==> config.mk <==
export PLATFORM = sky130hd
export DESIGN_NAME = led_event_blinker
export DESIGN_NICKNAME = d
export VERILOG_FILES = /design/src/rtl/led_event_blinker.sv
export SDC_FILE = /design/constraint.sdc
export NUM_CORES = 1
export LEC_CHECK = 0
export BUFFER_PORTS_ARGS = -buffer_cell sky130_fd_sc_hd__buf_2
export CELL_PAD_IN_SITES_DETAIL_PLACEMENT = 1
export CELL_PAD_IN_SITES_GLOBAL_PLACEMENT = 1
export CORE_ASPECT_RATIO = 0.75
export CORE_UTILIZATION = 40
export DETAILED_ROUTE_END_ITERATION = 10
export GPL_TIMING_DRIVEN = 1
export PLACE_DENSITY_LB_ADDON = 0.1
export SLEW_MARGIN = 20
export SYNTH_ARGS = -nofsm -noshare
export SYNTH_HDL_FRONTEND = slang
export SYNTH_SLANG_ARGS = --single-unit
export TNS_END_PERCENT = 5
==> constraint.sdc <==
create_clock -name clk -period 5 [get_ports clk]
set_input_delay 0.5 -clock clk [delete_from_list [all_inputs] [get_ports clk]]
set_output_delay 0.5 -clock clk [all_outputs]
set_load 0.005 [all_outputs]
==> src/rtl/led_event_blinker.sv <==
// Turns 1-cycle event strobes into visible LED blinks with a fixed on-time
// and a minimum off-gap, queueing events that arrive during a blink.
module led_event_blinker #(
   parameter int ON_CYCLES   = 1200000,
   parameter int OFF_CYCLES  = 1200000,
   parameter int MAX_PENDING = 7,
   parameter int PEND_W      = 3
) (
   input  logic              clk,
   input  logic              rst,
   input  logic              ev_pulse,
   input  logic              clr_ovf,
   output logic              led,
   output logic              busy,
   output logic [PEND_W-1:0] pending,
   output logic              overflow
);

   localparam int MAXC = (ON_CYCLES > OFF_CYCLES) ? ON_CYCLES : OFF_CYCLES;
   localparam int TW   = $clog2(MAXC + 1);

   localparam logic [TW-1:0]     ON_LD  = TW'(ON_CYCLES - 1);
   localparam logic [TW-1:0]     OFF_LD = TW'(OFF_CYCLES - 1);
   localparam logic [PEND_W-1:0] PMAX   = PEND_W'(MAX_PENDING);

   typedef enum logic [1:0] {
      S_IDLE,
      S_ON,
      S_GAP
   } state_e;

   state_e            state_q, state_d;
   logic [TW-1:0]     timer_q, timer_d;
   logic [PEND_W-1:0] pend_q, pend_d;
   logic              ovf_q, ovf_d;
   logic              want;
   logic              start;
   logic              drop;

   always_ff @(posedge clk or negedge rst) begin
      if (!rst) begin
         state_q <= S_IDLE;
         timer_q <= '0;
         pend_q  <= '0;
         ovf_q   <= 1'b0;
      end else begin
         state_q <= state_d;
         timer_q <= timer_d;
         pend_q  <= pend_d;
         ovf_q   <= ovf_d;
      end
   end

   always_comb begin
      state_d = state_q;
      timer_d = timer_q;
      pend_d  = pend_q;
      start   = 1'b0;
      drop    = 1'b0;
      want    = ev_pulse || (pend_q != '0);

      unique case (state_q)
         S_IDLE: begin
            start = want;
         end
         S_ON: begin
            if (timer_q == '0) begin
               state_d = S_GAP;
               timer_d = OFF_LD;
            end else begin
               timer_d = timer_q - 1'b1;
            end
         end
         S_GAP: begin
            if (timer_q == '0) begin
               if (want) start = 1'b1;
               else      state_d = S_IDLE;
            end else begin
               timer_d = timer_q - 1'b1;
            end
         end
         default: begin
            state_d = S_IDLE;
            timer_d = '0;
         end
      endcase

      // a starting blink consumes either this cycle's event or one queued
      if (start) begin
         state_d = S_ON;
         timer_d = ON_LD;
         if (!ev_pulse && pend_q != '0) pend_d = pend_q - 1'b1;
      end else if (ev_pulse) begin
         if (pend_q >= PMAX) drop = 1'b1;
         else                pend_d = pend_q + 1'b1;
      end

      ovf_d = drop | (ovf_q & ~clr_ovf);
   end

   assign led      = (state_q == S_ON);
   assign busy     = (state_q != S_IDLE);
   assign pending  = pend_q;
   assign overflow = ovf_q;

endmodule
==> run summary <==
Synth Area per Inst = 8.440 um2
Yosys Warn Count = 0
fin crit share = 0.8159
Place WS = 1.042 ns
Compound-Gate Fraction of Synth Area = 0.2697
Slew headroom = 0.2851
#FFs+latches synth = 27
clock tree buffer depth = 2
clk sink count = 27
Sw Share = 0.4888
Routed WL per cell = 18.91 um
min cycle time layout = 4.080 ns
Worst Path Max Fanout = 12
Fin Hold WS = 0.2186 ns
clk_skew = 0.01099 ns
router iterations before antenna repair = 4
largest family of logic cells by synthesized area = compound AO/OA/AOI/OAI gates
crit path kind = reg -> reg
max-cap viol count = 0
placed cell area = 1897 um2
hpwl dp = 3.888 mm
num ports = 10
Clk network pwr share = 0.116
Overall Global Routing Usage = 0.2412
Reg2Reg Depth = 11
row cnt = 20
clock root cell = clkbuf_8
setup TNS = 0 ns
Flop pwr share = 0.361
CTS Hold Bufs = 0
CTS clock-pin slew for the worst setup and hold paths = 0.11 ns
Die X = 79.95 um
area of the multi-input gates = 1051 um2
Setup Buffers After CTS = 0
Critical Path Source Type = flop
share of cells above drive strength 1 = 0.1364
remaining global-route overflow = 0
Syn Nets = 225
count leader, synth = dfrtp_1
Critical Path AT = 4.25 ns
fraction of registers with async set/reset = 1.000
pin count of the biggest net entering global routing = 28
Peak supply drop = 0.2133 mV
Sequential Area = 675.6 um2
antenna viol nets, final = 0
top post-synthesis cells by area = dfrtp_1, o21ai_0, nand2_1, a21oi_1, nor2_1
pwr dens = 590.9 nW/um2
Final Max Tran Viols = 0
combinational share of power = 0.523
post-cts resize count = 0
Final GP Congestion = 0.8433
Netlist cell types = 48
number of global-route vias before repair = 1,720
P_int = 0.0005877 W
global-route wire length before repair = 8.838 mm
hold crit path type = in -> async
Final Total Pwr = 0.001150 W
Post-Syn Area = 1823 um2
CTS Buf Count = 3
post-synth top area share = 0.3706
Fillers = 517
drc violations = 0
most common flop cell mapped by yosys = dfrtp_1
via/cell ratio = 6.000
fin area = 1946 um2
Worst setup EP type = flop
xor and xnor area share after synthesis = 0
fin nets = 230
status = complete, no violations
Pleak = 0.7740 nW
Worst-Skew Late Latency = 0.29 ns
TritonCTS clock tree = built
switching power = 0.0005620 W
Initial DRC Count = 67
RSZ-0062 raised after global routing = false
# diodes = 0
Die Span Y = 60.47 um
H-Tree Depth = 1
Max Fclk = 0.2451 GHz
DR vias = 1,650
core area = 4204 um2
Slew @ Worst Pin = 1.061 ns
final WL = 5.199 mm
Finish-stage setup viols = 0
Port Buffers = 9
commonest cells in the netlist = dfrtp_1, nand2_1, o21ai_0, nor2_1, a21oi_1
Synth Area in Adders = 0.03844
Synth area leader = dfrtp_1
Starting Density = 0.4336
initial antenna violation count = 0
area of the die = 4834 um2
final hold vios = 0
Simple-Gate Fraction of Synth Area = 0.2684
post-synthesis sequential area ratio = 0.3706
Syn Inst Count = 216
area grow syn2layout = 6.726%
post-synthesis mux area share = 0
fin worst setup slack = 0.9203 ns
Post-synth EDFFs = 0
Critical Path RT = 5.17 ns
metrics by stage:
step,util,cells
after floorplan,-,216
after global placement,0.4512,271
after detailed placement,0.4512,271
after CTS,0.4628,275
after global routing,0.4628,275
final,0.4628,275
cells by family after synthesis:
logic type | Yosys count
and+or+nand+nor | 88
AOI/OAI and AO/OA | 74
DFF | 27
buffers and inverters | 22
adders and majority gates | 5
layout by cell type (no fill, tap or decap), drive strengths merged, types with 2 or more instances in the layout:
master,count
nand2,24
buf,11
a211o,3
a21oi,18
dfrtp,27
nor4,9
clkbuf,3
nand2b,4
nor3,6
nand4,2
a22oi,2
inv,10
a31oi,6
or3,2
a2111oi,2
o21ai,23
nor2,23
o311ai,3
ha,4
o211ai,6
nand3,10
and3,2
and2,2
area by class of cell:
class,instances,area share
clock buffers,3,0.02122
clock inverters,1,0.003859
inverters,11,0.02122
multi-input cells,167,0.5402
flip-flops and latches,27,0.3473
well taps,55,0.03537
repair buffers,11,0.03087
flip-flops by register name, summed over array words and instances, names as in the netlist:
| register | flops |
|---|---|
| overflow | 1 |
| timer_q | 21 |
| state_q | 2 |
| pending | 3 |
routing by layer:
metal / vias up / share of wire / GRT usage / routed length (um)
met2: 29 / 0.46 / 0.4054 / 2404
met5: - / 0 / 0 / 0
met3: 2 / 0.036 / 0.05113 / 186
met1: 810 / 0.50 / 0.3352 / 2587
li1: 809 / - / - / -
met4: 0 / 0.0040 / 0.02296 / 21
critical path: stages, from the launching register on:
cell and delay [ns]:
dfrtp_1 0.42, inv_1 0.11, ha_1 0.20, nor3b_1 0.50, nand2_1 0.45, o41a_2 0.68, nor2_2 0.25, inv_1 0.16
fa_1 0.42, or3_1 0.37, and3_1 0.19, a211o_1 0.22
final timing paths:
kind | start | slack [ns] | to
worst max-delay path | timer_q[0] | 0.92 | pending[2]
worst min-delay path | rst | 0.22 | timer_q[7]
worst max register to register | timer_q[0] | 0.92 | pending[2]
worst min register to register | timer_q[17] | 0.53 | timer_q[17]
max in group asynchronous | rst | 4.36 | timer_q[10]
min in group clk | clr_ovf | 0.39 | overflow
power by group through the flow:
| stage | sequential, W | combinational, W | clock (W) |
|---|---|---|---|
| finish | 0.000415 | 0.000601 | 0.000134 |
| global route | 0.000430 | 0.000680 | 0.000145 |
| floorplan | 0.000371 | 0.000479 | 0 |
| global placement | 0.000412 | 0.000570 | 0 |
| CTS | 0.000412 | 0.000602 | 0.000138 |
| detailed placement | 0.000415 | 0.000599 | 0 |
(Power assumes the default switching activity.)
